### src/rtl/spi_slave.sv
// spi_slave: SPI mode 0 (CPOL=0, CPHA=0) slave, MSB first, full duplex.
// All SPI pins are resynchronised into i_clk. i_clk must run at least
// 8x faster than the SPI clock.
//
// Ports
//   i_clk, i_rstn             system clock, async active-low reset
//   i_spi_clk/csn/mosi        SPI pins from the master (asynchronous)
//   o_spi_miso, o_spi_miso_oe SPI data to the master and its output enable
//   i_tx_data/i_tx_valid      word for the TX holding register
//   o_tx_ready                holding register empty
//   o_rx_data/o_rx_valid      last complete received word, one-cycle strobe
//   o_tx_underrun             TX load found the holding register empty
//   o_rx_abort                csn released part-way through a word
//
// State | meaning
// ------+----------------------------------------------------------
// IDLE  | not selected; SPI clock and data ignored, MISO tri-stated
// SHIFT | selected; sample MOSI on SCLK rise, shift MISO on SCLK fall
module spi_slave #(
  parameter int K_WIDTH = 16
) (
  input  logic               i_clk,
  input  logic               i_rstn,
  input  logic               i_spi_clk,
  input  logic               i_spi_csn,
  input  logic               i_spi_mosi,
  output logic               o_spi_miso,
  output logic               o_spi_miso_oe,
  input  logic [K_WIDTH-1:0] i_tx_data,
  input  logic               i_tx_valid,
  output logic               o_tx_ready,
  output logic [K_WIDTH-1:0] o_rx_data,
  output logic               o_rx_valid,
  output logic               o_tx_underrun,
  output logic               o_rx_abort
);

  localparam int CNT_W = (K_WIDTH > 2) ? $clog2(K_WIDTH) : 1;
  localparam logic [CNT_W-1:0] LAST_BIT = CNT_W'(K_WIDTH - 1);

  typedef enum logic {
    ST_IDLE  = 1'b0,
    ST_SHIFT = 1'b1
  } state_t;

  state_t state, next_state;

  // [0],[1] form the synchroniser; [2] is the delayed copy for edge detect
  logic [2:0] sclk_s;
  logic [2:0] csn_s;
  logic [1:0] mosi_s;

  logic [1:0] settle_cnt;
  logic       armed;

  logic [K_WIDTH-1:0] tx_shift;
  logic [K_WIDTH-1:0] hold_reg;
  logic               hold_full;
  logic [K_WIDTH-1:0] rx_shift;
  logic [CNT_W-1:0]   bit_cnt;
  logic               reload_pend;

  logic sclk_rise, sclk_fall, csn_fall, csn_rise;
  logic start_frame, end_frame, samp, fall, reload, tx_load, tx_capture;

  always_ff @(posedge i_clk or negedge i_rstn) begin
    if (!i_rstn) begin
      sclk_s <= 3'b000;
      csn_s  <= 3'b111;
      mosi_s <= 2'b00;
    end else begin
      sclk_s <= {sclk_s[1:0], i_spi_clk};
      csn_s  <= {csn_s[1:0], i_spi_csn};
      mosi_s <= {mosi_s[0], i_spi_mosi};
    end
  end

  assign sclk_rise =  sclk_s[1] & ~sclk_s[2];
  assign sclk_fall = ~sclk_s[1] &  sclk_s[2];
  assign csn_rise  =  csn_s[1]  & ~csn_s[2];
  assign csn_fall  = ~csn_s[1]  &  csn_s[2];

  // The synchroniser resets to "deselected", so a csn held low across reset
  // release would look like a fresh falling edge. Only accept a falling edge
  // once the pipeline has refilled and csn has really been seen high.
  always_ff @(posedge i_clk or negedge i_rstn) begin
    if (!i_rstn) begin
      settle_cnt <= 2'd0;
      armed      <= 1'b0;
    end else begin
      if (settle_cnt != 2'd3)
        settle_cnt <= settle_cnt + 2'd1;
      if (settle_cnt == 2'd3 && csn_s[1])
        armed <= 1'b1;
    end
  end

  assign start_frame = (state == ST_IDLE) && csn_fall && armed;
  assign end_frame   = (state == ST_SHIFT) && csn_rise;
  assign samp        = (state == ST_SHIFT) && sclk_rise && !csn_rise;
  assign fall        = (state == ST_SHIFT) && sclk_fall && !csn_rise;
  assign reload      = fall && reload_pend;
  assign tx_load     = start_frame || reload;
  assign tx_capture  = i_tx_valid && !hold_full;

  always_ff @(posedge i_clk or negedge i_rstn) begin
    if (!i_rstn)
      state <= ST_IDLE;
    else
      state <= next_state;
  end

  always_comb begin
    next_state = state;
    case (state)
      ST_IDLE:  if (start_frame) next_state = ST_SHIFT;
      ST_SHIFT: if (csn_rise)    next_state = ST_IDLE;
      default:  next_state = ST_IDLE;
    endcase
  end

  always_comb begin
    o_spi_miso_oe = 1'b0;
    o_spi_miso    = 1'b0;
    if (state == ST_SHIFT) begin
      o_spi_miso_oe = 1'b1;
      o_spi_miso    = tx_shift[K_WIDTH-1];
    end
    o_tx_ready = ~hold_full;
  end

  always_ff @(posedge i_clk or negedge i_rstn) begin
    if (!i_rstn) begin
      tx_shift      <= '0;
      hold_reg      <= '0;
      hold_full     <= 1'b0;
      rx_shift      <= '0;
      bit_cnt       <= '0;
      reload_pend   <= 1'b0;
      o_rx_data     <= '0;
      o_rx_valid    <= 1'b0;
      o_tx_underrun <= 1'b0;
      o_rx_abort    <= 1'b0;
    end else begin
      o_rx_valid    <= 1'b0;
      o_tx_underrun <= 1'b0;
      o_rx_abort    <= 1'b0;

      // A load always takes the content present before this edge; an empty
      // holding register sends zeros.
      if (tx_load) begin
        tx_shift      <= hold_full ? hold_reg : '0;
        o_tx_underrun <= ~hold_full;
      end else if (fall) begin
        tx_shift <= {tx_shift[K_WIDTH-2:0], 1'b0};
      end

      if (tx_capture) begin
        hold_reg  <= i_tx_data;
        hold_full <= 1'b1;
      end else if (tx_load) begin
        hold_full <= 1'b0;
      end

      if (end_frame) begin
        bit_cnt     <= '0;
        reload_pend <= 1'b0;
        rx_shift    <= '0;
        if (bit_cnt != '0)
          o_rx_abort <= 1'b1;
      end else if (samp) begin
        rx_shift <= {rx_shift[K_WIDTH-2:0], mosi_s[1]};
        if (bit_cnt == LAST_BIT) begin
          bit_cnt     <= '0;
          o_rx_data   <= {rx_shift[K_WIDTH-2:0], mosi_s[1]};
          o_rx_valid  <= 1'b1;
          reload_pend <= 1'b1;
        end else begin
          bit_cnt <= bit_cnt + CNT_W'(1);
        end
      end else if (reload) begin
        reload_pend <= 1'b0;
      end
    end
  end

endmodule
### config.mk
export PLATFORM = sky130hd
export DESIGN_NAME = spi_slave
export DESIGN_NICKNAME = d
export VERILOG_FILES = /design/src/rtl/spi_slave.sv
export SDC_FILE = /design/constraint.sdc
export NUM_CORES = 1
export LEC_CHECK = 0
export ABC_AREA = 1
export CORE_ASPECT_RATIO = 1.2
export CORE_MARGIN = 3
export CORE_UTILIZATION = 35
export CTS_BUF_LIST = sky130_fd_sc_hd__clkbuf_8
export DETAILED_ROUTE_END_ITERATION = 8
export GPL_TIMING_DRIVEN = 0
export PLACE_DENSITY = 0.58
export REMOVE_ABC_BUFFERS = 1
export SLEW_MARGIN = 5
export SYNTH_ARGS = -nofsm -noshare
export SYNTH_HDL_FRONTEND = slang
export SYNTH_SLANG_ARGS = --single-unit
### constraint.sdc
create_clock -name i_clk -period 1.6 [get_ports i_clk]
set_input_delay 0.16 -clock i_clk [delete_from_list [all_inputs] [get_ports i_clk]]
set_output_delay 0.16 -clock i_clk [all_outputs]
set_load 0.005 [all_outputs]
==> Implementation_results.wiki <==
{| class="wikitable"
! Metric !! Value
|-
| Outcome || completed
|-
| Part of the cycle the worst path needs || 0.949
|-
| Hold crit path type || in -> reg
|-
| Worst setup path endpoint || o_spi_miso
|-
| Critical path data required time || 1.44 ns
|-
| Antenna cell count || 0
|-
| Max stage delay on crit path || 0.48 ns
|-
| Global route total overflow || 0
|-
| Max-Cap Viols || 0
|-
| Initial antenna violation count || 0
|-
| Depth of the worst register-to-register path || 7
|-
| Crit path kind || reg -> out
|-
| Number of endpoints failing setup at the final stage || 0
|-
| Root Buffer || clkbuf_8
|-
| FF-to-FF End || o_rx_data[7]
|-
| Worst reg-to-reg setup slack || 0.10 ns
|-
| Die area || 0.0116 mm²
|-
| Vertical extent of the die || 118 µm
|-
| Weighted congestion at the end of routability-driven global placement || 0.701
|-
| Crit. Startpoint || state
|-
| Minimum setup slack in the final design || 0.0818 ns
|-
| Post-synthesis instance total || 349
|-
| Via count of the first global-routing pass || 2,267
|-
| Clk slew on worst S/H paths || 0.08 ns
|-
| Post-layout minimum cycle time || 1.52 ns
|-
| I/O pin total || 44
|-
| Final wirelength || 6.53 mm
|-
| Crit. End Element || output pin
|-
| Final max-slew violation count || 0
|-
| Post-DRT Antenna Nets || 0
|-
| Synth Register Bits || 84
|-
| CTS buffer count || 9
|-
| Area of the placeable core || 0.0101 mm²
|-
| Drt drc || 0
|-
| Placement Setup Slack || -0.00561 ns
|-
| Number of detailed-route iterations in the first pass || 4
|-
| P&R area growth vs syn || 22.5%
|-
| Count of cell types in the netlist || 29
|-
| Switching power || 1680 µW
|-
| Data arrival time of the critical path || 1.36 ns
|-
| Internal power contribution || 4100 µW
|-
| Number of stages on the worst setup path || 3
|-
| First-pass GRT wire length || 10.9 mm
|-
| Total count of hold-check failures in the final report || 0
|-
| Slew @ Worst Pin || 0.378 ns
|-
| Port Buffers || 43
|-
| Power per Cell Area || 1300 mW/mm²
|-
| Detailed placer's ending HPWL || 4.05 mm
|-
| Routed length per instance || 12.4 µm
|-
| Buf/Inv on CP || 2
|-
| TritonCTS clock tree || yes
|-
| Sequential fraction of design power || 0.486
|-
| Placed cell count || 504
|-
| RSZ-0062 raised after global routing || no
|-
| Delay-heaviest family, CP || buffers and inverters
|-
| H-tree depth || 3
|-
| Combinational Power Share || 0.230
|-
| Peak ir drop on the vdd network || 0.812 mV
|-
| Synth area leader || dfrtp_1
|-
| Yosys top cell area share || 0.559
|-
| Clock latency on the worst-skew pair || 0.36 ns
|-
| Max transition margin || 0.747
|-
| Largest net degree at the start of global routing || 66
|-
| Detailed router's first-iteration violation count || 99
|-
| Category of the worst setup path launch point || flop
|-
| Static Leak || 0.00207 µW
|-
| Launching point of the worst reg2reg path || csn_s[2]
|-
| Final setup skew || 0.00949 ns
|-
| FILL cells || 957
|-
| Register Area || 0.00211 mm²
|-
| Area used by multi-input combinational logic || 0.00126 mm²
|-
| Number of nets in the final layout || 422
|-
| Core Rows || 40
|-
| Cells traversed along the worst timing path || nand2_1 > inv_1 > clkdlybuf4s50_1
|-
| Vias per Instance || 4.56
|-
| Cell area after synthesis || 0.00363 mm²
|-
| Die extent in x || 98.9 µm
|-
| Number of warnings printed during yosys synthesis || 0
|-
| Peak Freq || 0.659 GHz
|-
| Most area-consuming cells after synthesis || dfrtp_1 (56%), nand2_1 (7.6%), mux2_2 (5.3%)
|-
| Sequential area share after synthesis || 0.581
|-
| Maximum buffer depth of the clock tree || 2
|-
| Proportion of power drawn by the clock network || 0.284
|-
| CP max stage cell || clkdlybuf4s50_1
|-
| Sink Count || 84
|-
| Effective utilization at floorplan || 0.360
|-
| Mean instance size in the synthesized netlist || 10.4 µm²
|-
| Number of vias after detailed routing || 2,407
|-
| Aggregate global-route resource usage || 0.117
|-
| Finished Layout Cells || 528
|-
| Switching power as a share of total power || 0.290
|-
| Biggest fanout along the worst timing path || 4
|-
| Fraction of layout cells with a size suffix above 1 || 0.197
|}
-- power by group through the flow --
stage | clock network, µW | registers (µW) | logic, µW
2_1_floorplan | 0 | 2830 | 934
3_3_place_gp | 0 | 2890 | 1200
3_5_place_dp | 0 | 2910 | 1230
4_1_cts | 1700 | 2810 | 1330
5_1_grt | 1800 | 2870 | 1530
6_report | 1640 | 2810 | 1330
-- cells by family after synthesis --
group	share of synthesized area
AO/OA/AOI/OAI	0.0932
XOR/XNOR	0.00242
adder cells (fa/ha/maj)	0.0104
buffers and inverters	0.0866
flip-flops	0.581
multiplexers	0.0528
AND/OR/NAND/NOR	0.174
-- worst register-to-register path: cells and delay by family, from the launching register on --
| family | cells | cell delay (ns) |
|---|---|---|
| compound gates | 1 | 0.05 |
| simple gates | 5 | 0.78 |
| flops | 1 | 0.53 |
| buf+inv | 1 | 0.05 |
-- Yosys cell counts --
| library cell | count |
|---|---|
| dfrtp_1 | 81 |
| nand2_1 | 73 |
| inv_1 | 46 |
| nand3_1 | 30 |
| mux2_2 | 17 |
| o21ai_2 | 16 |
| o22ai_1 | 15 |
| nor2_1 | 13 |
| a21oi_1 | 11 |
| buf_6 | 8 |
| nand2_4 | 5 |
| o21ai_0 | 5 |
| buf_4 | 4 |
| dfstp_2 | 3 |
| ha_1 | 3 |
| nand2_2 | 3 |
| buf_2 | 2 |
| nand4_1 | 2 |
| nor2_2 | 2 |
| a21o_1 | 1 |
| a21oi_4 | 1 |
| clkbuf_1 | 1 |
| clkinv_1 | 1 |
| inv_2 | 1 |
| nand3_4 | 1 |
| nand3b_1 | 1 |
| nand4_4 | 1 |
| nor2_4 | 1 |
| xnor2_1 | 1 |
-- repair_timing --
item,in CTS,in global routing
endpoints found under the hold margin,19,0
setup endpoints to repair,16,54
cloned,0,1
pin swaps,0,2
hold buffers,1,0
buffers inserted,3,3
gates resized for setup,3,8
-- final cells by class --
cell class,count,share of cell area
multi-input cells,203,0.285
clock buffers,9,0.0279
flip-flops and latches,84,0.475
inverters,48,0.0414
clock inverters,7,0.0206
well taps,126,0.0355
repair buffers,51,0.115
-- cells in the final DEF (no fill, tap or decap), drive strengths merged, types with 9 or more instances in the layout --
cell type	n
o21ai	21
a21oi	12
nand2	82
dfrtp	81
o22ai	15
nor2	16
nand3	31
inv	49
clkbuf	9
clkdlybuf4s50	41
mux2	17
-- how the worst min path moves through the flow --
stage | depth (start not counted) | start | endpoint
3_3_place_gp | 0 | mosi_s[0] | mosi_s[1]
5_1_grt | 1 | i_spi_csn | csn_s[0]
3_5_place_dp | 1 | i_rstn | o_rx_data[0]
4_1_cts | 1 | i_spi_csn | csn_s[0]
6_report | 1 | i_spi_csn | csn_s[0]
2_1_floorplan | 0 | i_rstn | armed
-- metal layers --
layer / track usage / part of all wire / wire length (µm)
met1: 0.155 / 0.45 / 2940
met2: 0.177 / 0.50 / 3290
met3: 0.0344 / 0.032 / 212
met4: 0.0521 / 0.014 / 90
met5: 0 / 0 / 0
-- metrics by stage --
stage	util	hold WS [ns]	setup TNS (ns)	total power, µW	instance area, µm²
floorplan	-	-0.136	0	3760	3490
global placement	0.406	0.335	-222.92	4090	4080
detailed placement	0.408	0.0658	-0.0257	4140	4110
CTS	0.434	0.179	0	5850	4360
global route	0.442	0.177	0	6210	4440
finish	0.442	0.205	0	5780	4440
Note: power is estimated with default switching activity, not from simulation.
